`config.mk`:
```
export PLATFORM = sky130hd
export DESIGN_NAME = fifo_wr_arbiter_flat
export DESIGN_NICKNAME = d
export VERILOG_FILES = /design/src/rtl/fifo_wr_arbiter_pkg.sv /design/src/rtl/fifo_wr_arbiter_if.sv /design/src/rtl/fifo_wr_arbiter_rr_pick.sv /design/src/rtl/fifo_wr_arbiter.sv /design/src/flat_wrapper.sv
export SDC_FILE = /design/constraint.sdc
export NUM_CORES = 1
export LEC_CHECK = 0
export CAP_MARGIN = 20
export CORE_AREA = 10 10 252 254
export CTS_CLUSTER_SIZE = 10
export DETAILED_ROUTE_END_ITERATION = 10
export DIE_AREA = 0 0 262 264
export PLACE_DENSITY_LB_ADDON = 0.1
export SLEW_MARGIN = 10
export SYNTH_ARGS = -nofsm -noshare
export SYNTH_HDL_FRONTEND = slang
export SYNTH_HIERARCHICAL = 1
export SYNTH_SLANG_ARGS = --single-unit
```
`constraint.sdc`:
```
create_clock -name wr_clk -period 4.9 [get_ports wr_clk]
set_clock_uncertainty 0.1 [all_clocks]
set_input_delay 0.98 -clock wr_clk [delete_from_list [all_inputs] [get_ports wr_clk]]
set_output_delay 0.98 -clock wr_clk [all_outputs]
set_load 0.02 [all_outputs]
```
`src/rtl/fifo_wr_arbiter_pkg.sv`:
```
// Shared types and width helpers for the FIFO write-port arbiter.
package fifo_arb_pkg;

  typedef enum logic [0:0] {IDLE, GRANT} arb_state_t;

  // Requester index width, never narrower than one bit.
  function automatic int unsigned idx_w(int unsigned n);
    return (n > 1) ? $clog2(n) : 1;
  endfunction

  // Beat counter width for a given burst limit, never narrower than one bit.
  function automatic int unsigned cnt_w(int unsigned max_burst);
    return (max_burst > 1) ? $clog2(max_burst + 1) : 1;
  endfunction

endpackage

```
`src/rtl/fifo_wr_arbiter_if.sv`:
```
// Requester-side and FIFO-side signals of the write-port arbiter.
interface fifo_wr_arbiter_if #(
  parameter int unsigned NREQ      = 4,
  parameter int unsigned WIDTH     = 128,
  parameter int unsigned MAX_BURST = 16
);
  import fifo_arb_pkg::*;

  localparam int unsigned IdxW = idx_w(NREQ);
  localparam int unsigned CntW = cnt_w(MAX_BURST);

  logic [NREQ-1:0]       req_valid;
  logic [NREQ-1:0]       req_last;
  logic [NREQ*WIDTH-1:0] req_data;
  logic [NREQ-1:0]       req_mask;
  logic [NREQ-1:0]       req_ready;
  logic                  fifo_wr_en;
  logic [WIDTH-1:0]      fifo_wr_data;
  logic                  fifo_wr_full;
  logic                  grant_vld;
  logic [IdxW-1:0]       grant_id;
  logic [CntW-1:0]       beat_cnt;

  // Requesters plus the FIFO full flag drive this side.
  modport master (
    output req_valid, req_last, req_data, req_mask, fifo_wr_full,
    input  req_ready, fifo_wr_en, fifo_wr_data, grant_vld, grant_id, beat_cnt
  );

  // The arbiter itself.
  modport slave (
    input  req_valid, req_last, req_data, req_mask, fifo_wr_full,
    output req_ready, fifo_wr_en, fifo_wr_data, grant_vld, grant_id, beat_cnt
  );

endinterface

```
`src/rtl/fifo_wr_arbiter_rr_pick.sv`:
```
// Combinational round-robin picker: first set request at or above ptr, wrapping.
module rr_pick #(
  parameter int unsigned NREQ = 4,
  parameter int unsigned IdxW = 2
) (
  input  logic [NREQ-1:0] req_i,
  input  logic [IdxW-1:0] ptr_i,
  output logic [NREQ-1:0] onehot_o,
  output logic [IdxW-1:0] idx_o,
  output logic            any_o
);

  logic [IdxW-1:0] pos;
  logic            found;

  // Scan NREQ positions starting at ptr_i; the first hit wins.
  always_comb begin
    onehot_o = '0;
    idx_o    = '0;
    found    = 1'b0;
    pos      = '0;
    for (int unsigned k = 0; k < NREQ; k++) begin
      pos = IdxW'((32'(ptr_i) + k) % NREQ);
      if (!found && req_i[pos]) begin
        found         = 1'b1;
        onehot_o[pos] = 1'b1;
        idx_o         = pos;
      end
    end
  end

  assign any_o = |req_i;

endmodule

```
`src/rtl/fifo_wr_arbiter.sv`:
```
// Round-robin burst arbiter sharing the FIFO write port among NREQ requesters.
module fifo_wr_arbiter
  import fifo_arb_pkg::*;
#(
  parameter int unsigned NREQ      = 4,
  parameter int unsigned WIDTH     = 128,
  parameter int unsigned MAX_BURST = 16
) (
  input  logic               wr_clk,
  input  logic               wr_rstb,
  fifo_wr_arbiter_if.slave   bus
);

  localparam int unsigned IdxW  = idx_w(NREQ);
  localparam int unsigned CntW  = cnt_w(MAX_BURST);
  localparam int unsigned MaxM1 = (MAX_BURST == 0) ? 0 : MAX_BURST - 1;

  arb_state_t      state_q, state_d;
  logic [IdxW-1:0] grant_id_q, grant_id_d;
  logic [NREQ-1:0] grant_oh_q, grant_oh_d;
  logic [IdxW-1:0] rr_ptr_q, rr_ptr_d;
  logic [CntW-1:0] beat_cnt_q, beat_cnt_d;

  logic [NREQ-1:0] elig, pick_req, pick_oh;
  logic [IdxW-1:0] pick_ptr, pick_idx, ptr_nxt;
  logic            pick_any, accept, rel, hit_max;

  assign elig    = bus.req_valid & ~bus.req_mask;
  assign hit_max = (MAX_BURST != 0) && (beat_cnt_q == CntW'(MaxM1));
  assign accept  = (state_q == GRANT) && bus.req_valid[grant_id_q] && !bus.fifo_wr_full;
  assign rel     = accept && (bus.req_last[grant_id_q] || hit_max);
  assign ptr_nxt = (grant_id_q == IdxW'(NREQ - 1)) ? '0 : grant_id_q + IdxW'(1);

  // On release, re-arbitrate from the advanced pointer with the old owner forced out.
  always_comb begin
    pick_req = elig;
    pick_ptr = rr_ptr_q;
    if (rel) begin
      pick_req = elig & ~(NREQ'(1) << grant_id_q);
      pick_ptr = ptr_nxt;
    end
  end

  rr_pick #(
    .NREQ (NREQ),
    .IdxW (IdxW)
  ) u_rr_pick (
    .req_i    (pick_req),
    .ptr_i    (pick_ptr),
    .onehot_o (pick_oh),
    .idx_o    (pick_idx),
    .any_o    (pick_any)
  );

  // Next-state: grant on any eligible request, hold through the burst, hand over on release.
  always_comb begin
    state_d    = state_q;
    grant_id_d = grant_id_q;
    grant_oh_d = grant_oh_q;
    rr_ptr_d   = rr_ptr_q;
    beat_cnt_d = beat_cnt_q;
    unique case (state_q)
      IDLE: begin
        if (pick_any) begin
          state_d    = GRANT;
          grant_id_d = pick_idx;
          grant_oh_d = pick_oh;
          beat_cnt_d = '0;
        end
      end
      GRANT: begin
        if (rel) begin
          rr_ptr_d   = ptr_nxt;
          beat_cnt_d = '0;
          if (pick_any) begin
            grant_id_d = pick_idx;
            grant_oh_d = pick_oh;
          end else begin
            state_d = IDLE;
          end
        end else if (accept) begin
          beat_cnt_d = beat_cnt_q + CntW'(1);
        end
      end
      default: state_d = IDLE;
    endcase
  end

  // State registers; reset aborts any burst in progress.
  always_ff @(posedge wr_clk or negedge wr_rstb) begin
    if (!wr_rstb) begin
      state_q    <= IDLE;
      grant_id_q <= '0;
      grant_oh_q <= '0;
      rr_ptr_q   <= '0;
      beat_cnt_q <= '0;
    end else begin
      state_q    <= state_d;
      grant_id_q <= grant_id_d;
      grant_oh_q <= grant_oh_d;
      rr_ptr_q   <= rr_ptr_d;
      beat_cnt_q <= beat_cnt_d;
    end
  end

  // Outputs: ready only to the owner and only while the FIFO has room; data zero when idle.
  always_comb begin
    bus.req_ready    = '0;
    bus.fifo_wr_en   = 1'b0;
    bus.fifo_wr_data = '0;
    if (state_q == GRANT && !bus.fifo_wr_full) begin
      bus.req_ready = grant_oh_q;
    end
    if (accept) begin
      bus.fifo_wr_en   = 1'b1;
      bus.fifo_wr_data = bus.req_data[grant_id_q*WIDTH +: WIDTH];
    end
  end

  assign bus.grant_vld = (state_q == GRANT);
  assign bus.grant_id  = grant_id_q;
  assign bus.beat_cnt  = beat_cnt_q;

endmodule

```
`src/flat_wrapper.sv`:
```
// flat-port wrapper written by rule: the top's interface ports become plain ports
module fifo_wr_arbiter_flat import fifo_arb_pkg::*;
#(
  parameter int unsigned NREQ      = 4,
  parameter int unsigned WIDTH     = 128,
  parameter int unsigned MAX_BURST = 16
)
  (wr_clk, wr_rstb, bus_req_valid, bus_req_last, bus_req_data, bus_req_mask, bus_fifo_wr_full, bus_req_ready, bus_fifo_wr_en, bus_fifo_wr_data, bus_grant_vld, bus_grant_id, bus_beat_cnt);
  fifo_wr_arbiter_if #(.NREQ(NREQ), .WIDTH(WIDTH), .MAX_BURST(MAX_BURST)) bus_i ();
  input  logic wr_clk;
  input  logic wr_rstb;
  input wire logic [$bits(bus_i.req_valid)-1:0] bus_req_valid;
  input wire logic [$bits(bus_i.req_last)-1:0] bus_req_last;
  input wire logic [$bits(bus_i.req_data)-1:0] bus_req_data;
  input wire logic [$bits(bus_i.req_mask)-1:0] bus_req_mask;
  input wire logic [$bits(bus_i.fifo_wr_full)-1:0] bus_fifo_wr_full;
  output wire logic [$bits(bus_i.req_ready)-1:0] bus_req_ready;
  output wire logic [$bits(bus_i.fifo_wr_en)-1:0] bus_fifo_wr_en;
  output wire logic [$bits(bus_i.fifo_wr_data)-1:0] bus_fifo_wr_data;
  output wire logic [$bits(bus_i.grant_vld)-1:0] bus_grant_vld;
  output wire logic [$bits(bus_i.grant_id)-1:0] bus_grant_id;
  output wire logic [$bits(bus_i.beat_cnt)-1:0] bus_beat_cnt;
  assign bus_i.req_valid = bus_req_valid;
  assign bus_i.req_last = bus_req_last;
  assign bus_i.req_data = bus_req_data;
  assign bus_i.req_mask = bus_req_mask;
  assign bus_i.fifo_wr_full = bus_fifo_wr_full;
  assign bus_req_ready = bus_i.req_ready;
  assign bus_fifo_wr_en = bus_i.fifo_wr_en;
  assign bus_fifo_wr_data = bus_i.fifo_wr_data;
  assign bus_grant_vld = bus_i.grant_vld;
  assign bus_grant_id = bus_i.grant_id;
  assign bus_beat_cnt = bus_i.beat_cnt;
  fifo_wr_arbiter #(.NREQ(NREQ), .WIDTH(WIDTH), .MAX_BURST(MAX_BURST)) u_core (.wr_clk(wr_clk), .wr_rstb(wr_rstb), .bus(bus_i));
endmodule
```
# [Word level (Yosys, flattened, before mapping)]
# Cells that the tools add are included.
[op_classes] n_mux=50 order_cmp=9 n_addsub=5 n_bitwise=8 n_reduce_logical=18 n_shift=2 n_eq_ne=5
[op_table] cell="indexed part select 512 x 10 -> 128 bit" n=1
[op_table] cell="2-to-1 mux 128 bit" n=1
[op_table] cell="2-to-1 mux 4 bit" n=8
[op_table] cell="2-to-1 mux 1 bit" n=16
[op_table] cell="2-to-1 mux 2 bit" n=8
[op_table] cell="less-than comparator 2 x 3 -> 1 bit, second input constant" n=5
[op_table] cell="2-to-1 mux 5 bit" n=3
[op_table] cell="binary-select mux 1 bit (select 2 bit)" n=6
[op_table] cell="bitwise OR 4 bit" n=3
[op_table] cell="logical AND 1 bit" n=11
[op_table] cell="case mux 5 bit (2 select lines)" n=1
[op_table] cell="bitwise AND 4 bit" n=2
[op_table] cell="demux 1 bit (select 2 bit)" n=4
[op_table] cell="greater-or-equal comparator 2 x 1 -> 1 bit, second input constant" n=4
[op_table] cell="inverter 4 bit" n=2
[op_table] cell="case mux 4 bit (2 select lines)" n=1
[op_table] cell="adder 5 x 1 -> 5 bit, second input constant" n=1
[op_table] cell="== test 5 x 4 -> 1 bit, second input constant" n=1
[op_table] cell="adder 2 x 1 -> 2 bit, second input constant" n=2
[op_table] cell="adder 2 bit, second input constant" n=2
[op_table] cell="logical NOT 1 bit" n=4
[op_table] cell="case mux 2 bit (2 select lines)" n=1
[op_table] cell="OR reduction 4 bit" n=1
[op_table] cell="<< shifter 1 x 2 -> 4 bit, first input constant" n=1
[op_table] cell="other kinds (8)" n=8
[word_totals] regBits=14 elab_cells=102 input_bits=527 output_inout_bits=141

# [Depth between registers and ports, before layout]
[logic_depth] depth_word=21 ltp_mapped=18 ltp_nobuf=16

# [Modules after synthesis]
# The synthesis kept the hierarchy.
[modules_own_cells] mod="fifo_wr_arbiter" area_each_um2=4961.0 cells_per_inst=432 instances=1 seq_area_each_um2=350.3
[modules_own_cells] mod="rr_pick" area_each_um2=426.7 cells_per_inst=47 instances=1 seq_area_each_um2=0.0

# [Worst setup path before layout]
# No wires, ideal clock.
[synth_timing] path_kind="input to register" startpoint="input port bus_req_last[1]" endpoint="register u_core.grant_id_q[1] (netlist: u_core/bus.grant_id[1])" setup_time_ps=87 path_buffers=2 cell_stages=14 required_time_ps=4713 path_slack_ps=563 t_arrival_ps=4150 cell_sequence="mux2i_1 a22o_1 clkbuf_1 o41ai_1 buf_2 inv_1 ha_1 mux4_2 nor2b_4 o21ai_1 and3_1 o22ai_1 nand4_1 o211ai_1"
[synth_via] elab_chain_len=20 word_cells_on_any_way=35 cone_classes="add/sub: 3; eq/ne: 1; mux: 22; reduce/logical: 9"
[synth_rtl] element="from (decl)" line="flat_wrapper.sv:13" rtl="input wire logic [$bits(bus_i.req_last)-1:0] bus_req_last;"
[synth_rtl] element="binary-select mux 1 bit (select 2 bit) *" line="fifo_wr_arbiter.sv:31" rtl="assign rel = accept && (bus.req_last[grant_id_q] || hit_max);"
[synth_rtl] element="2-to-1 mux 1 bit (not written as such) *" line="fifo_wr_arbiter.sv:31"
[synth_rtl] element="logical OR 1 bit *" line="fifo_wr_arbiter.sv:31"
[synth_rtl] element="logical AND 1 bit *" line="fifo_wr_arbiter.sv:31"
[synth_rtl] element="2-to-1 mux 2 bit *"
[synth_rtl] element="net u_core.pick_ptr[0]" line="fifo_wr_arbiter.sv:25" rtl="logic [IdxW-1:0] pick_ptr, pick_idx, ptr_nxt;"
[synth_rtl] element="parallel branches: the longest is 11 deep, another holds adder 2 x 1 -> 2 bit"
[synth_rtl] element="2-to-1 mux 2 bit *" line="fifo_wr_arbiter_rr_pick.sv:24" rtl="if (!found && req_i[pos]) begin"
[synth_rtl] element="net u_core.pick_idx[1]" line="fifo_wr_arbiter.sv:25"
[synth_rtl] element="2-to-1 mux 2 bit *" line="fifo_wr_arbiter.sv:64, fifo_wr_arbiter.sv:75"
[synth_rtl] element="2-to-1 mux 2 bit" line="fifo_wr_arbiter.sv:72" rtl="if (rel) begin"
[synth_rtl] element="case mux 2 bit (2 select lines) *" line="fifo_wr_arbiter.sv:62" rtl="unique case (state_q)"
[synth_rtl] element="to (signal assigned)" line="fifo_wr_arbiter.sv:99" rtl="grant_id_q <= grant_id_d;"
[synth_rtl] element="to (decl)" line="fifo_wr_arbiter.sv:19" rtl="logic [IdxW-1:0] grant_id_q, grant_id_d;"
# Mark *: on every way through the listed nets, which the timed path passes. The select of a mux whose other input is x is not followed.
# A chain may end at the register's enable or synchronous reset.

# [Final worst setup path]
[layout_timing] startpoint="input port bus_req_valid[0]" endpoint="output port bus_fifo_wr_data[8]"
[layout_via] elab_chain_len=5
[layout_rtl] element="from (decl)" line="flat_wrapper.sv:12" rtl="input wire logic [$bits(bus_i.req_valid)-1:0] bus_req_valid;"
[layout_rtl] element="binary-select mux 1 bit (select 2 bit)" line="fifo_wr_arbiter.sv:30" rtl="assign accept = (state_q == GRANT) && bus.req_valid[grant_id_q] && !bus.fifo_wr_full;"
[layout_rtl] element="2-to-1 mux 1 bit (not written as such)" line="fifo_wr_arbiter.sv:30"
[layout_rtl] element="logical AND 1 bit (2 in series)" line="fifo_wr_arbiter.sv:30"
[layout_rtl] element="2-to-1 mux 128 bit" line="fifo_wr_arbiter.sv:114" rtl="if (accept) begin"
[layout_rtl] element="to (decl)" line="flat_wrapper.sv:19" rtl="output wire logic [$bits(bus_i.fifo_wr_data)-1:0] bus_fifo_wr_data;"
# No other way between the ends. The select of a mux whose other input is x is not followed.

==> results_dict.tcl <==
set metrics [dict create \
    run_status "finished, final reports clean" \
    netlist_area_sq_mm 0.005388 \
    ys_seq_elements 14 \
    wl_per_cell_um 27.92 \
    routabilityCongestion 0.8296 \
    drv_slew 0 \
    grt_pass1_wl_um 70400 \
    die-area_sq_mm 0.06917 \
    design.core.area_sq_mm 0.05846 \
    fin_tns_setup_ns 0 \
    cts_root_buffer "clkbuf_16" \
    worstSetupPathType "input port to output port" \
    hpwl_um 45090 \
    fillers 6348 \
    worstRegToRegCells 16 \
    tightest_slew_ns 0.9194 \
    io_buffers 667 \
    hold_violations 0 \
    cts_tree "built" \
    final_cell_mix "clkdlybuf4s50_1 (667), mux4_2 (131), and3_1 (130), nand2_1 (14), dfrtp_1 (12)" \
    syn_to_final_growth_pct 142.7 \
    finalCritPeriodShare 0.9468 \
    synth-edff-count 0 \
    cp-endpoint "bus_fifo_wr_data[8]" \
    grt_use_total 0.1434 \
    rrSetupSlack_ns 0.71 \
    grt_pass1_vias 8260 \
    dr.pass1.iters 4 \
    ir_drop_mv 0.1993 \
    yosys_warnings 6 \
    wl_um 52830 \
    clk_path_buf_depth 2 \
    crit_arrival_ns 3.56 \
    design.portCount 668 \
    r2r-start "u_core/bus.beat_cnt[0]$_DFFE_PN0P_" \
    postCtsSetupBuffers 0 \
    worst_hold_startpoint "u_core/rr_ptr_q[1]$_DFFE_PN0P_" \
    synth_seq_area_share 0.06503 \
    syn_avg_cell_area_sq_um 11.25 \
    crit_start "bus_req_valid[0]" \
    holdWs_ns 0.4072 \
    cts.clk_slew.worst_paths_ns 0.05 \
    cap_violations 0 \
    vias_per_cell 3.920 \
    cts_resized 0 \
    drtIter0Drc 354 \
    cts-buffers-inserted 3 \
    p_leak_uw 0.004956 \
    relSlewSlack 0.3871 \
    drc_errors 0 \
    finalSetupViolations 0 \
    final_common_cell "clkdlybuf4s50_1" \
    cts_hold_buf 0 \
    fin_crit_ns 4.639 \
    fmax_ghz 0.2155 \
    timing.rr.end "u_core/bus.grant_id[1]$_DFFE_PN0P_" \
    antenna_found_initial 37 \
    ys_async_sr_fraction 1.000 \
    die_w_um 262 \
    cp-start-kind "input port" \
    syn_inst 479 \
    layout-drive-gt1-share 0.1500 \
    cts.htree.levels 1 \
    rows 89 \
    hold_class "register to register" \
    rsz0062_at_grt "no" \
    grt_max_degree 143 \
    nets 1639 \
    power_density_mw_per_mm2 310.1 \
    worstPathRequired_ns 3.82 \
    cts.sinks 14 \
    yosysUniqueCellTypes 45 \
    cp-end-kind "output port" \
    overflow 0 \
    synth_fp_nets 1017 \
    path_max_fanout 142 \
    via_count 7417 \
    insertion_delay_ns 0.25 \
    ant_nets 0 \
    die_y_um 264 \
    synthFlopType "dfrtp_1" \
    start_util 0.09216 \
]
==> through the flow <==
step,power [uW],setup WS (ns),instance area [sq um],instances,utilization
detailed placement,3950,0.2002,12940,1869,0.2213
finish,4055,0.2606,13080,1892,0.2237
CTS,4145,0.3565,13030,1873,0.2229
global placement,3988,0.2190,12940,1869,0.2213
global route,4345,0.2638,13060,1884,0.2233
floorplan,2357,0.5633,5388,479,-
==> cells in the mapped netlist, types with 2 or more instances <==
library cell,instances,share of area
inv_1,8,0.0056
nand2b_1,4,0.0046
ha_1,11,0.026
o41ai_1,2,0.0033
nor2b_1,2,0.0023
nand3b_1,3,0.0042
nor2_1,11,0.0077
o21ai_0,5,0.0046
nand3_1,4,0.0037
nand2_1,14,0.0098
a22o_1,2,0.0033
and2_1,4,0.0046
dfrtp_1,14,0.065
mux2i_1,4,0.0074
clkbuf_1,36,0.025
and3_1,130,0.15
a221oi_1,7,0.011
o21ai_1,6,0.0056
inv_2,2,0.0014
mux2_2,2,0.0042
buf_2,26,0.024
o211ai_1,7,0.0098
buf_6,2,0.0042
a22oi_1,8,0.011
nor3_1,2,0.0019
nand4_1,7,0.0081
a21oi_1,6,0.0056
a32oi_1,2,0.0033
mux4_2,132,0.55
==> area by class of cell <==
type | instances | area [sq um] | area share
diodes | 19 | 47.55 | 0.003636
clock buffers | 4 | 88.84 | 0.006794
inverters | 10 | 37.54 | 0.002871
multi-input cells | 389 | 4718 | 0.3608
flip-flops and latches | 14 | 357.8 | 0.02737
well taps | 773 | 967.2 | 0.07396
repair buffers | 683 | 6859 | 0.5245
==> registers in the layout (all words and copies together), names as in the netlist <==
name and count:
u_core/bus.beat_cnt 5, u_core/bus.grant_id 2, u_core/bus.grant_vld 1, u_core/grant_oh_q 4, u_core/rr_ptr_q 2
==> routing by layer <==
metal | vias to the layer above | part of all wire | track usage
li1 | 3303 | - | -
met3 | 50 | 0.11 | 0.06435
met2 | 386 | 0.54 | 0.2773
met1 | 3652 | 0.33 | 0.1368
met5 | - | 0.0034 | 0
met4 | 26 | 0.011 | 0.02439
==> critical path, stage by stage <==
cell and delay (ns):
clkdlybuf4s50_1 0.43, mux4_4 0.67, buf_12 0.28, and3_1 0.33
clkdlybuf4s50_1 0.66
==> how the worst min path moves through the flow <==
stage	to	slack, ns	cells after the start
2_1_floorplan	u_core/rr_ptr_q[1]$_DFFE_PN0P_	0.38	1
3_3_place_gp	u_core/rr_ptr_q[1]$_DFFE_PN0P_	0.39	1
3_5_place_dp	u_core/rr_ptr_q[1]$_DFFE_PN0P_	0.39	1
4_1_cts	u_core/rr_ptr_q[1]$_DFFE_PN0P_	0.40	1
5_1_grt	u_core/rr_ptr_q[1]$_DFFE_PN0P_	0.44	1
6_report	u_core/rr_ptr_q[1]$_DFFE_PN0P_	0.41	1
==> report_power, final <==
| group | internal [uW] | switching (uW) | total [uW] |
|---|---|---|---|
| logic | 1900 | 1720 | 3620 |
| clock network | 124 | 55.9 | 180 |
| registers | 167 | 87.0 | 254 |
==> cells by family (layout without fill, tap and decap cells) <==
group | after synthesis | after routing | synth area share
and+or+nand+nor | 187 | 187 | 0.2106
muxes | 139 | 139 | 0.5683
buffers and inverters | 76 | 697 | 0.06247
AOI/OAI and AO/OA | 52 | 52 | 0.06805
DFF | 14 | 14 | 0.06503
adders and majority gates | 11 | 11 | 0.02555
other | 0 | 19 | 0
Power figures use the tool's default switching activity.
